==> config.mk <==
export PLATFORM = sky130hd
export DESIGN_NAME = arp_requester
export DESIGN_NICKNAME = d
export VERILOG_FILES = /design/src/rtl/arp_pkg.sv /design/src/rtl/arp_reply_parser.sv /design/src/rtl/arp_requester.sv
export SDC_FILE = /design/constraint.sdc
export NUM_CORES = 1
export LEC_CHECK = 0
export CAP_MARGIN = 30
export CORE_AREA = 2 2 132 134
export CTS_CLUSTER_SIZE = 28
export DETAILED_ROUTE_END_ITERATION = 7
export DIE_AREA = 0 0 134 136
export PLACE_DENSITY = 0.86
export SLEW_MARGIN = 20
export SYNTH_ARGS = -nofsm -noshare
export SYNTH_HDL_FRONTEND = slang
export SYNTH_HIERARCHICAL = 1
export SYNTH_SLANG_ARGS = --single-unit
==> constraint.sdc <==
create_clock -name clk_tx -period 5.6 [get_ports clk_tx]
set_input_delay 0.84 -clock clk_tx [delete_from_list [all_inputs] [get_ports clk_tx]]
set_output_delay 0.84 -clock clk_tx [all_outputs]
set_load 0.005 [all_outputs]
==> src/rtl/arp_pkg.sv <==
// Shared ARP constants, frame layout and FSM state encoding.
// No logic of its own.
// Used by the requester top and its reply parser.
package arp_pkg;

    localparam int MAC_BITS  = 48;
    localparam int IPV4_BITS = 32;

    localparam logic [15:0] ETHERTYPE_ARP = 16'h0806;
    localparam logic [15:0] HTYPE_ETH     = 16'h0001;
    localparam logic [15:0] PTYPE_IPV4    = 16'h0800;
    localparam logic [15:0] OPER_REQUEST  = 16'h0001;
    localparam logic [15:0] OPER_REPLY    = 16'h0002;
    localparam logic [7:0]  HLEN_ETH      = 8'd6;
    localparam logic [7:0]  PLEN_IPV4     = 8'd4;
    localparam int          FRAME_BYTES   = 42;
    localparam logic [47:0] MAC_BCAST     = 48'hFFFF_FFFF_FFFF;

    typedef logic [MAC_BITS-1:0]  mac_t;
    typedef logic [IPV4_BITS-1:0] ipv4_t;

    // Ethernet header plus IPv4 ARP body; the first member is the first byte on the wire
    typedef struct packed {
        mac_t        dst;
        mac_t        src;
        logic [15:0] ethertype;
        logic [15:0] htype;
        logic [15:0] ptype;
        logic [7:0]  hlen;
        logic [7:0]  plen;
        logic [15:0] oper;
        mac_t        sha;
        ipv4_t       spa;
        mac_t        tha;
        ipv4_t       tpa;
    } arp_frame_t;

    typedef enum logic [2:0] {
        S_IDLE,
        S_TX,
        S_WAIT,
        S_DONE,
        S_FAIL
    } arp_state_t;

    // Byte idx of the frame in wire order (idx 0 = most significant byte)
    function automatic logic [7:0] frame_byte(input arp_frame_t f, input logic [5:0] idx);
        logic [5:0] rev;
        rev = 6'(FRAME_BYTES - 1) - idx;
        return f[{rev, 3'b000} +: 8];
    endfunction

endpackage

==> src/rtl/arp_reply_parser.sv <==
// Streams RX bytes, checks them against the expected ARP reply and captures the sender MAC.
// match pulses one cycle after the cycle in which data_valid_rx is first seen low.
// No backpressure: every valid byte is consumed; the byte counter saturates at 63.
module arp_reply_parser
    import arp_pkg::*;
(
    input  logic        clk_tx,
    input  logic        areset,
    input  mac_t        my_mac,
    input  ipv4_t       my_ipv4,
    input  ipv4_t       target_ip,
    input  logic        data_valid_rx,
    input  logic [7:0]  data_rx,
    output logic        match,
    output mac_t        sha
);

    logic [5:0] cnt;
    logic       ok;
    arp_frame_t ref_frame;
    logic [7:0] exp_byte;
    logic       in_cmp;
    logic       in_sha;

    // Reference reply; the dst/src and SHA bytes are never compared so their contents do not matter
    assign ref_frame = '{dst: '0, src: '0, ethertype: ETHERTYPE_ARP, htype: HTYPE_ETH,
                         ptype: PTYPE_IPV4, hlen: HLEN_ETH, plen: PLEN_IPV4, oper: OPER_REPLY,
                         sha: '0, spa: target_ip, tha: my_mac, tpa: my_ipv4};

    // Select which bytes are compared and which carry the sender MAC
    always_comb begin
        exp_byte = frame_byte(ref_frame, cnt);
        in_sha   = (cnt >= 6'd22) && (cnt <= 6'd27);
        in_cmp   = (cnt >= 6'd12) && (cnt <= 6'(FRAME_BYTES - 1)) && !in_sha;
    end

    // Count bytes, accumulate the match verdict and evaluate once the burst ends
    always_ff @(posedge clk_tx or posedge areset) begin
        if (areset) begin
            cnt   <= '0;
            ok    <= 1'b1;
            match <= 1'b0;
            sha   <= '0;
        end else begin
            match <= 1'b0;
            if (data_valid_rx) begin
                if (cnt != 6'd63) cnt <= cnt + 6'd1;
                if (in_cmp && (data_rx != exp_byte)) ok <= 1'b0;
                if (in_sha) sha <= {sha[MAC_BITS-9:0], data_rx};
            end else if (cnt != 6'd0) begin
                match <= ok && (cnt >= 6'(FRAME_BYTES));
                cnt   <= '0;
                ok    <= 1'b1;
            end
        end
    end

endmodule

==> src/rtl/arp_requester.sv <==
// ARP initiator: sends a broadcast request for target_ip, waits for the reply, reports the peer MAC.
// busy/first TX byte one cycle after start; done two cycles after the reply's valid drops.
// TX byte is held until data_ack_tx with no stall limit; RX has no backpressure.
module arp_requester
    import arp_pkg::*;
#(
    parameter int MAC_W       = 48,
    parameter int IPV4_W      = 32,
    parameter int TX_W        = 8,
    parameter int RX_W        = 8,
    parameter int TIMEOUT_CYC = 125000,
    parameter int MAX_RETRY   = 3
) (
    input  logic              clk_tx,
    input  logic              areset,
    input  logic [MAC_W-1:0]  my_mac,
    input  logic [IPV4_W-1:0] my_ipv4,
    input  logic [IPV4_W-1:0] target_ip,
    input  logic              start,
    output logic              busy,
    output logic              done,
    output logic              fail,
    output logic [MAC_W-1:0]  resolved_mac,
    output logic              data_valid_tx,
    output logic [TX_W-1:0]   data_tx,
    input  logic              data_ack_tx,
    input  logic              data_valid_rx,
    input  logic [RX_W-1:0]   data_rx
);

    localparam int TMR_W = $clog2(TIMEOUT_CYC);
    localparam int RTY_W = $clog2(MAX_RETRY + 1);

    arp_state_t        state;
    arp_state_t        state_nxt;
    logic [5:0]        idx;
    logic [TMR_W-1:0]  timer;
    logic [RTY_W-1:0]  retry_cnt;
    logic [IPV4_W-1:0] tgt_ip;
    arp_frame_t        tx_frame;
    logic              tx_last;
    logic              timeout;
    logic              retry_left;
    logic              match;
    mac_t              sha;

    assign tx_frame = '{dst: MAC_BCAST, src: my_mac, ethertype: ETHERTYPE_ARP, htype: HTYPE_ETH,
                        ptype: PTYPE_IPV4, hlen: HLEN_ETH, plen: PLEN_IPV4, oper: OPER_REQUEST,
                        sha: my_mac, spa: my_ipv4, tha: '0, tpa: tgt_ip};

    assign tx_last    = (idx == 6'(FRAME_BYTES - 1));
    assign timeout    = (timer == TMR_W'(TIMEOUT_CYC - 1));
    assign retry_left = (retry_cnt != RTY_W'(MAX_RETRY));

    arp_reply_parser u_parser (
        .clk_tx        (clk_tx),
        .areset        (areset),
        .my_mac        (my_mac),
        .my_ipv4       (my_ipv4),
        .target_ip     (tgt_ip),
        .data_valid_rx (data_valid_rx),
        .data_rx       (data_rx),
        .match         (match),
        .sha           (sha)
    );

    // State register
    always_ff @(posedge clk_tx or posedge areset) begin
        if (areset) state <= S_IDLE;
        else        state <= state_nxt;
    end

    // Next-state: a reply match takes priority over a coincident timeout
    always_comb begin
        state_nxt = state;
        case (state)
            S_IDLE: if (start) state_nxt = S_TX;
            S_TX:   if (data_ack_tx && tx_last) state_nxt = S_WAIT;
            S_WAIT: begin
                if (match)        state_nxt = S_DONE;
                else if (timeout) state_nxt = retry_left ? S_TX : S_FAIL;
            end
            S_DONE: state_nxt = S_IDLE;
            S_FAIL: state_nxt = S_IDLE;
            default: state_nxt = S_IDLE;
        endcase
    end

    // Outputs decoded from state so reset clears them immediately
    always_comb begin
        busy          = 1'b0;
        done          = 1'b0;
        fail          = 1'b0;
        data_valid_tx = 1'b0;
        data_tx       = '0;
        case (state)
            S_TX: begin
                busy          = 1'b1;
                data_valid_tx = 1'b1;
                data_tx       = frame_byte(tx_frame, idx);
            end
            S_WAIT:  busy = 1'b1;
            S_DONE:  done = 1'b1;
            S_FAIL:  fail = 1'b1;
            default: ;
        endcase
    end

    // Byte index, reply timer, retry count, latched target and result
    always_ff @(posedge clk_tx or posedge areset) begin
        if (areset) begin
            idx          <= '0;
            timer        <= '0;
            retry_cnt    <= '0;
            tgt_ip       <= '0;
            resolved_mac <= '0;
        end else begin
            case (state)
                S_IDLE: begin
                    if (start) begin
                        tgt_ip    <= target_ip;
                        retry_cnt <= '0;
                        idx       <= '0;
                    end
                end
                S_TX: begin
                    if (data_ack_tx) begin
                        if (tx_last) begin
                            idx   <= '0;
                            timer <= '0;
                        end else begin
                            idx <= idx + 6'd1;
                        end
                    end
                end
                S_WAIT: begin
                    timer <= timer + TMR_W'(1);
                    if (match)                      resolved_mac <= sha;
                    else if (timeout && retry_left) retry_cnt    <= retry_cnt + RTY_W'(1);
                end
                default: ;
            endcase
        end
    end

endmodule

# ---- Yosys cells after proc, flatten, opt, wreduce, memory -nomap -nowiden
# Index checks and enable logic that the tools add are counted.
# W data, S select, Z words.
dict set report word_totals {
  register_bits 164
  in_bits 125
  output_inout_bits 60
  elab_cells 95
}
dict set report op_classes {
  n_addsub 6
  magnitude_cmp 5
  eq_ne 18
  n_shift 2
  mux 30
  n_reduce_logical 24
}
# cell count
set op_table {}
lappend op_table {{$shiftx A336 B10 Y8} 2}
lappend op_table {{$mux W6} 6}
lappend op_table {{$mux W17} 2}
lappend op_table {{$pmux W17 S2} 1}
lappend op_table {{$add A17 B1 Y17 const B} 1}
lappend op_table {{$eq A17 B17 Y1 const B} 1}
lappend op_table {{$mux W3} 5}
lappend op_table {{$ne A2 B2 Y1 const B} 7}
lappend op_table {{$add A6 B1 Y6 const B} 2}
lappend op_table {{$pmux W6 S2} 1}
lappend op_table {{$sub A6 B6 Y6 const A} 2}
lappend op_table {{$reduce_and A2 Y1} 5}
lappend op_table {{$mux W1} 9}
lappend op_table {{$pmux W3 S3} 1}
lappend op_table {{$reduce_and A3 Y1} 3}
lappend op_table {{$mux W8} 1}
lappend op_table {{$ne A8 B8 Y1} 1}
lappend op_table {{$reduce_bool A2 Y1} 4}
lappend op_table {{$logic_and A1 B1 Y1} 7}
lappend op_table {{$eq A3 B2 Y1 const B} 2}
lappend op_table {{$eq A6 B6 Y1 const B} 1}
lappend op_table {{$ge A6 B4 Y1 const B} 1}
lappend op_table {{$ge A6 B5 Y1 const B} 1}
lappend op_table {{$ge A6 B6 Y1 const B} 1}
lappend op_table {{other kinds (15)} 18}

# ---- Depth between registers and ports, before layout
# Gate-level depths: netlist of the first run.
dict set report logic_depth {
  depth_word 7
  depth_mapped 13
  ltp_nobuf 9
}

# ---- By module
# The synthesis of the first run kept the hierarchy.
# module n_inst cells_per_inst area_each_um2 seq_area_each_um2
set by_module_without_submodules {}
lappend by_module_without_submodules {arp_requester 1 510 5825.6 2702.6}
lappend by_module_without_submodules {arp_reply_parser 1 305 3626.0 1402.6}

# ---- Worst setup path after synthesis of the first run
# OpenSTA, ideal clock, no wires.
dict set report synth_path {
  kind {register to output}
  startpoint {reg idx[1]}
  endpoint {out data_tx[3]}
  arrival_ps 2716
  required_time_ps 4760
  slack_ps 2044
  stages_incl_launch_ff 12
  path_buffers 4
  path_cell_list {dfrtp_1 > clkbuf_1 > buf_2 > inv_1 > ha_1 > clkbuf_1 > xor2_1 > clkbuf_1 > nand2_1 > a21oi_1 > nor3_1 > o32ai_1}
}
dict set report synth_between {
  elab_chain_len 3
}
# item line_no
set synth_rtl {}
lappend synth_rtl {{from (decl)} arp_requester.sv:36} ;# logic [5:0] idx;
lappend synth_rtl {{from (signal assigned)} arp_requester.sv:132} ;# idx <= idx + 6'd1;
lappend synth_rtl {{$sub A6 B6 Y6} arp_pkg.sv:49} ;# rev = 6'(FRAME_BYTES - 1) - idx;
lappend synth_rtl {{$shiftx A336 B10 Y8} arp_pkg.sv:50} ;# return f[{rev, 3'b000} +: 8];
lappend synth_rtl {{$mux W8} arp_requester.sv:96} ;# case (state)
lappend synth_rtl {{to (decl)} arp_requester.sv:25} ;# output logic [TX_W-1:0] data_tx,
# No other way between the ends.

# ---- Worst setup path in the final report of the first run
# Same ends and word-level chain as after synthesis.

==> flow_summary.ini, run 1 <==
[run_status]
outcome = complete, no violations

[timing]
fin_crit_sh = 0.8543
drv_slew = 0
holdWs_ns = 0.4991
post-route-min-period_ns = 4.784
rsz0062_at_grt = false
finClkSkew_ns = 0.01107
max_slew.worst_pin.slew_ns = 0.9148
relSlewSlack = 0.3857
setup_viol = 0
fin_tns_setup_ns = 0
hold_viol_final = 0
clock.fmax_ghz = 0.2090

[route]
drt-total-wl_mm = 25.50
via_per_inst = 6.189
ant_nets = 0
wire_per_inst_um = 20.92
drc_errors = 0
num_vias = 7545
drt_iter0_drc = 876
firstDrtPassIters = 5

[cts]
postCtsResizedCells = 0
clk_latency_ns = 0.44
cts.sinks = 164
h-tree-depth = 4
postCtsHoldBufs = 0
tritoncts = yes
cts.clk_slew.worst_paths_ns = 0.07
cts_setup_buffers = 0
root_buffer = clkbuf_16
ctsLongestPathBuffers = 2
cts_inserted_buffers = 17

[synth]
synth_enable_flop_cells = 0
synth_warnings = 6
ys_types = 70
syn_nets = 957
netlist_instances = 815
synth_top_area_share = 0.4316
synth-main-ff-cell = dfrtp_1
synth_area_leaders = dfrtp_1 (43%), mux2_2 (16%), mux4_2 (9.5%), mux2i_1 (2.8%), ha_1 (2.3%)
syn_area_sq_um = 9452
synth-seq-area-share = 0.4343
async_flop_share = 1.000
synth_area_per_cell_sq_um = 11.60
yosys.area.top_type = dfrtp_1
ys_ff_latch = 164

[worst_setup_path]
path_class = reg2out
start_kind = flip-flop
end_kind = output port
arrival_ns = 3.94
rr_startpoint = u_parser/cnt[1]$_DFFE_PP0P_
required_ns = 4.76
r2r_slack_ns = 1.91
path_cells = inv_1, ha_1, xnor2_1, nand2b_1, o311ai_0, a31oi_1, o32ai_1, clkdlybuf4s50_1
cp_max_fo = 12
reg2regPathDepth = 10
crit_path_max_incr_delay_ns = 0.64
timing.rr.end = u_parser/ok$_DFFE_PP1P_
crit_slowest_cell = xnor2_1

[pwr]
ir_drop_uv = 332.7
p_leak_nw = 5.162
powerDensity_nw_per_um2 = 430.2

[global_routing]
antenna_found_initial = 0
use_met3 = 0.05705
use_met2 = 0.4670
grt_pass1_vias = 7481
overflow = 0
track_usage = 0.2918
grt_pass1_wl_mm = 41.01
busiest_layer = met2
grt_max_degree = 76
grt_use_met1 = 0.4016

[placed_design]
dp_hpwl_mm = 18.44
port_buffers = 184
place_area_sq_um = 11470
place_congestion = 0.9702

[worst_hold_path]
hold_depth = 1
hold_path_class = reg2reg
holdPathEnd = retry_cnt[1]$_DFFE_PP0P_
min-delay-start = retry_cnt[1]$_DFFE_PP0P_

[final_layout]
fill_cells = 1122
design_area_sq_um = 12130
drive_gt1_frac = 0.2364
multiInputGateArea_sq_um = 5070
area_growth_pct = 28.34
diodes = 0
regArea_sq_um = 4108
final_nets = 1123

[die]
rows = 48
pin_count = 185
core_area_sq_um = 16880
die_y_um = 136
start_util = 0.5601
fp.dieW_um = 134
die-area_sq_um = 18220

[run]
drv_cap = 0
## layout by cell type (no fill, tap or decap), drive strengths merged, types with 5 or more instances in the layout
cell | netlist | final
nand3 | 17 | 17
nor2b | 7 | 7
nand4 | 7 | 7
nand2b | 8 | 8
or3 | 7 | 7
o22ai | 10 | 10
clkinv | 1 | 10
nor2 | 55 | 55
dfrtp | 163 | 163
buf | 26 | 13
ha | 17 | 17
nand2 | 51 | 51
mux2i | 26 | 26
nor3 | 17 | 17
xnor2 | 13 | 13
mux2 | 136 | 136
clkbuf | 24 | 17
clkdlybuf4s50 | 0 | 184
mux4 | 40 | 40
inv | 16 | 22
xor2 | 15 | 15
a21oi | 35 | 35
and3 | 10 | 10
a31oi | 5 | 5
nor3b | 5 | 5
o21ai | 34 | 34
## critical path: cells and delay by family (launching register included)
kind | cells | cell delay (ns)
AOI/OAI and AO/OA | 3 | 0.96
xor gates and xnor gates | 1 | 0.64
adders and majority gates | 1 | 0.35
buffers and inverters | 2 | 0.74
DFF | 1 | 0.35
and+or+nand+nor | 1 | 0.46
## cell families (layout without fill, tap and decap cells)
family,after synthesis,after routing,synth area share
adder cells (fa/ha/maj),17,17,0.02250
AND/OR/NAND/NOR,202,202,0.1060
buffers and inverters,67,246,0.03018
XOR/XNOR,28,28,0.02674
flip-flops,164,164,0.4343
multiplexers,202,202,0.2849
AO/OA/AOI/OAI,135,135,0.09532
## how the worst max path moves through the flow
stage | startpoint | endpoint | slack [ns] | cells after the start
after floorplan | areset | idx[0]$_DFFE_PP0P_ | 1.91 | 1
after global placement | idx[1]$_DFFE_PP0P_ | data_tx[3] | 1.56 | 8
after detailed placement | idx[1]$_DFFE_PP0P_ | data_tx[3] | 1.47 | 8
after CTS | idx[1]$_DFFE_PP0P_ | data_tx[3] | 0.96 | 8
after global routing | idx[1]$_DFFE_PP0P_ | data_tx[3] | 0.61 | 8
final | idx[1]$_DFFE_PP0P_ | data_tx[3] | 0.82 | 8
## synth_stat cells (14+ instances only)
cell type	count
nor2_1	55
mux2i_1	26
mux4_2	40
mux2_2	136
nand3_1	17
a21oi_1	35
inv_1	16
nor3_1	17
ha_1	17
nand2_1	51
clkbuf_1	24
o21ai_0	33
buf_2	18
dfrtp_1	163
xor2_1	14
## registers in the layout, summed over array words and instances (netlist names)
| register | flops |
|---|---|
| u_parser/cnt | 6 |
| resolved_mac | 48 |
| u_parser/sha | 48 |
| retry_cnt | 2 |
| tgt_ip | 32 |
| state | 3 |
| idx | 6 |
| u_parser/match | 1 |
| timer | 17 |
| u_parser/ok | 1 |
## cell type report
type                    instances  share of cell area
multi-input cells             584              0.4179
flip-flops and latches        164              0.3386
repair buffers                197              0.1633
clock buffers                  17             0.03507
well taps                     225             0.02321
clock inverters                15             0.01640
inverters                      17            0.005467
## power breakdown
part / total [mW] / internal (mW) / switching, mW
Sequential: 1.54 / 1.33 / 0.205
Combinational: 2.49 / 1.16 / 1.33
Clock: 1.19 / 0.613 / 0.574
Total: 5.22 / 3.11 / 2.11
## metrics by stage
step	cells	utilization	worst slack, ns	total power [mW]
after floorplan	815	-	1.914	3.154
after global placement	1183	0.6776	1.565	3.927
after detailed placement	1185	0.6799	1.468	3.972
after CTS	1217	0.7169	0.9561	5.182
after global routing	1219	0.7188	0.6110	5.490
final	1219	0.7188	0.8158	5.218
## per-layer routing
layer  part of all wire  wire, um
met3              0.079      2027
met5                  0         0
met1               0.41     10540
met2               0.48     12270
met4              0.026       665
No activity file was read; power rests on OpenSTA's default activity.
==> run 2, diff against run 1 <==
CORE_AREA = 4 4 134 136   (was 2 2 132 134)
DIE_AREA = 0 0 138 140   (was 0 0 134 136)
==> flow_summary.ini, run 2 (synthesized netlist as in run 1, its figures left out) <==
[timing]
post-route-min-period_ns = 4.839
max_slew.worst_pin.slew_ns = 0.9930
setup_viol = 0
fin_crit_sh = 0.8642
hold_viol_final = 0
relSlewSlack = 0.3375
rsz0062_at_grt = false
fin_tns_setup_ns = 0
drv_slew = 0
finClkSkew_ns = 0.01000
clock.fmax_ghz = 0.2066

[final_layout]
drive_gt1_frac = 0.2356
final_nets = 1122
top_regs = resolved_mac (48), u_parser/sha (48), tgt_ip (32)
area_growth_pct = 28.36
fill_cells = 1164
final_common_cell = clkdlybuf4s50_1
finalNonFillerCells = 1219
layout_common_cells = clkdlybuf4s50_1 (184), dfrtp_1 (161), mux2_2 (136), nor2_1 (55), nand2_1 (51)
design_area_sq_um = 12130

[route]
drt-total-wl_mm = 25.73
top_layer = met5
wire_per_inst_um = 21.11
firstDrtPassIters = 5
routed-wl-met2_mm = 12.18
via_per_inst = 6.248
ant_nets = 0
wl_met3_mm = 2.392
wl_met1_mm = 10.36
drt_iter0_drc = 788
drc_errors = 0
num_vias = 7616

[worst_setup_path]
crit_path_max_incr_delay_ns = 0.65
crit_slowest_cell = xnor2_1
crit_cells = 8
reg2regPathDepth = 9
path_cells = inv_1, ha_1, xnor2_1, nand2b_1, o311ai_0, a31oi_1, o32ai_1, clkdlybuf4s50_1
arrival_ns = 4.00
rr_startpoint = u_parser/cnt[2]$_DFFE_PP0P_
path_class = reg2out
r2r_slack_ns = 2.01
path_delay_family = compound AO/OA/AOI/OAI gates
end_kind = output port
path_buf_inv = 2
start_kind = flip-flop
required_ns = 4.76
cp_max_fo = 12
timing.rr.end = u_parser/ok$_DFFE_PP1P_

[cts]
root_buffer = clkbuf_16
cts.clk_slew.worst_paths_ns = 0.08
postCtsHoldBufs = 0
postCtsResizedCells = 0
ctsLongestPathBuffers = 2
h-tree-depth = 4
tritoncts = yes
cts_inserted_buffers = 17
cts_setup_buffers = 0
cts.sinks = 164
clk_latency_ns = 0.44

[pwr]
ir_drop_uv = 361.1
power_mw = 5.243
p_leak_nw = 5.161
powerDensity_nw_per_um2 = 432.2

[worst_hold_path]
holdPathEnd = resolved_mac[40]$_DFFE_PP0P_
hold_path_class = reg2reg
min-delay-start = resolved_mac[40]$_DFFE_PP0P_
hold_depth = 1

[die]
fp.dieW_um = 138
die-area_sq_um = 19320
pin_count = 185
die_y_um = 140
core_area_sq_um = 16940
start_util = 0.5581
rows = 48

[run_status]
outcome = complete, no violations

[global_routing]
track_usage = 0.2672
antenna_found_initial = 2
grt_pass1_vias = 7561
grt_max_degree = 57
overflow = 0
grt_pass1_wl_mm = 41.28

[placed_design]
dp_hpwl_mm = 18.57
port_buffers = 184
place_congestion = 0.9583
place_area_sq_um = 11500
placed_cells = 1186

[run]
drv_cap = 0
## run 2: cell count changes in the layout (fill, tap and decap cells not counted), moves of 2 or more
cell / change
inv_8: +2
inv_6: +2
clkinv_8: -2
clkinv_4: -3
## run 2: how the worst max path moves through the flow
stage                            start                  to
floorplan                       areset  idx[0]$_DFFE_PP0P_
CTS                 idx[1]$_DFFE_PP0P_          data_tx[3]
global placement    idx[1]$_DFFE_PP0P_          data_tx[3]
finish              idx[1]$_DFFE_PP0P_          data_tx[3]
global route        idx[2]$_DFFE_PP0P_          data_tx[3]
detailed placement  idx[1]$_DFFE_PP0P_          data_tx[3]
## run 2: cell type report
type	instances	area, sq um	share of cell area
repair buffers	196	1977	0.1630
well taps	225	281.5	0.02321
inverters	17	66.31	0.005466
clock buffers	17	425.4	0.03507
clock inverters	15	201.4	0.01660
multi-input cells	584	5070	0.4179
flip-flops and latches	164	4108	0.3386
diodes	1	2.502	0.0002063
## run 2: where the power goes
part	leakage [nW]	internal [mW]	switching [mW]
Combinational	2.68	1.16	1.32
Clock	0.302	0.652	0.568
Sequential	2.18	1.33	0.211
Total	5.16	3.15	2.09
## run 2: through the flow
step | utilization | hold WS (ns) | worst slack [ns]
2_1_floorplan | - | 0.4697 | 1.914
3_3_place_gp | 0.6752 | 0.4825 | 1.621
3_5_place_dp | 0.6792 | 0.4931 | 1.472
4_1_cts | 0.7162 | 0.5113 | 0.8284
5_1_grt | 0.7163 | 0.5231 | 0.5498
6_report | 0.7163 | 0.5092 | 0.7606
## run 2: per-layer routing
metal,vias to the layer above,global-route usage
met2,402,0.4227
met1,3763,0.3592
met4,2,0.1009
li1,3380,-
met5,-,0
met3,69,0.06828
==> run 3, diff against run 2 <==
CORE_AREA = 4 4 154 119   (was 4 4 134 136)
DIE_AREA = 0 0 158 123   (was 0 0 138 140)
PLACE_DENSITY = not set   (was 0.86)
PLACE_DENSITY_LB_ADDON = 0.1   (was not set)
==> flow_summary.ini, run 3 (synthesized netlist as in run 1, its figures left out) <==
[timing]
fin_ws_ns = 1.208
holdWs_ns = 0.5061
rsz0062_at_grt = false
fin_crit_sh = 0.7843
hold_viol_final = 0
drv_slew = 0
setup_viol = 0
clock.fmax_ghz = 0.2277
finClkSkew_ns = 0.01198
fin_tns_setup_ns = 0
max_slew.worst_pin.slew_ns = 0.9856
relSlewSlack = 0.3382
post-route-min-period_ns = 4.392

[cts]
postCtsHoldBufs = 0
h-tree-depth = 4
root_buffer = clkbuf_16
tritoncts = yes
cts_setup_buffers = 0
cts_inserted_buffers = 17
clk_latency_ns = 0.43
cts.sinks = 164
cts.clk_slew.worst_paths_ns = 0.07
postCtsResizedCells = 0
ctsLongestPathBuffers = 2

[final_layout]
fill_cells = 1139
area_growth_pct = 27.55
top_regs = resolved_mac (48), u_parser/sha (48), tgt_ip (32)
diodes = 0
layout_common_cells = clkdlybuf4s50_1 (184), dfrtp_1 (161), mux2_2 (136), nor2_1 (55), nand2_1 (51)
utilization = 0.7231
regArea_sq_um = 4108
design_area_sq_um = 12060
multiInputGateArea_sq_um = 5070
final_nets = 1123
final_common_cell = clkdlybuf4s50_1
finalNonFillerCells = 1209
drive_gt1_frac = 0.2364

[run_status]
outcome = complete, no violations

[worst_setup_path]
start_kind = flip-flop
end_kind = output port
required_ns = 4.76
cp_max_fo = 35
arrival_ns = 3.55
r2r_slack_ns = 2.17
timing.rr.end = u_parser/ok$_DFFE_PP1P_
reg2regPathDepth = 9
rr_startpoint = u_parser/cnt[2]$_DFFE_PP0P_
path_class = reg2out

[global_routing]
use_met3 = 0.06823
use_met2 = 0.4330
grt_max_degree = 60
track_usage = 0.2838
busiest_layer = met2
overflow = 0
grt_pass1_wl_mm = 42.57
antenna_found_initial = 0
grt_pass1_vias = 7736
grt_use_met1 = 0.4143

[die]
start_util = 0.5669
die-area_sq_um = 19430
core_area_sq_um = 16670
fp.dieW_um = 158
die_y_um = 123
pin_count = 185
rows = 41

[placed_design]
place_area_sq_um = 11470
placed_cells = 1176
port_buffers = 184
dp_slack_ns = 1.645
dp_hpwl_mm = 19.86
place_congestion = 0.9715

[pwr]
p_leak_nw = 5.136
power_mw = 5.155
ir_drop_uv = 220.4
powerDensity_nw_per_um2 = 427.6

[worst_hold_path]
hold_path_class = reg2reg
holdPathEnd = retry_cnt[1]$_DFFE_PP0P_
hold_depth = 1
min-delay-start = retry_cnt[1]$_DFFE_PP0P_

[run]
drv_cap = 0

[route]
drc_errors = 0
drt_iter0_drc = 731
wire_per_inst_um = 22.35
drt-total-wl_mm = 27.02
ant_nets = 0
num_vias = 7624
via_per_inst = 6.306
firstDrtPassIters = 6
## run 3: critical path: stages (launching register included)
cell             delay (ns)
dfrtp_2                0.97
clkinv_1               0.52
mux4_2                 0.56
a21oi_1                0.15
nor2_1                 0.06
a311oi_1               0.26
o32ai_1                0.12
clkdlybuf4s50_1        0.48
## run 3: area by class of cell
class	count	area share
Clock inverter	14	0.01152
Sequential cell	164	0.3407
Inverter	17	0.005501
Timing Repair Buffer	197	0.1629
Clock buffer	18	0.03643
Tap cell	215	0.02231
Multi-Input combinational cell	584	0.4206
## run 3: worst max-delay path by stage
stage	startpoint	to	slack [ns]	cells past startpoint
after floorplan	areset	idx[0]$_DFFE_PP0P_	1.91	1
after global placement	idx[0]$_DFFE_PP0P_	data_tx[2]	1.66	7
after detailed placement	idx[0]$_DFFE_PP0P_	data_tx[2]	1.65	7
after CTS	idx[0]$_DFFE_PP0P_	data_tx[2]	1.17	7
after global routing	idx[0]$_DFFE_PP0P_	data_tx[2]	0.89	7
final	idx[0]$_DFFE_PP0P_	data_tx[2]	1.21	7
## run 3: power by group
part | total, mW | internal, mW | switching (mW) | leakage (nW)
Sequential | 1.57 | 1.33 | 0.239 | 2.18
Clock | 1.13 | 0.602 | 0.531 | 0.280
Combinational | 2.45 | 1.17 | 1.27 | 2.68
## run 3: per-layer routing
layer / up-vias / wire length [um]
li1: 3379 / -
met1: 3837 / 11900
met2: 366 / 12410
met3: 42 / 2293
met4: 0 / 413
met5: - / 0
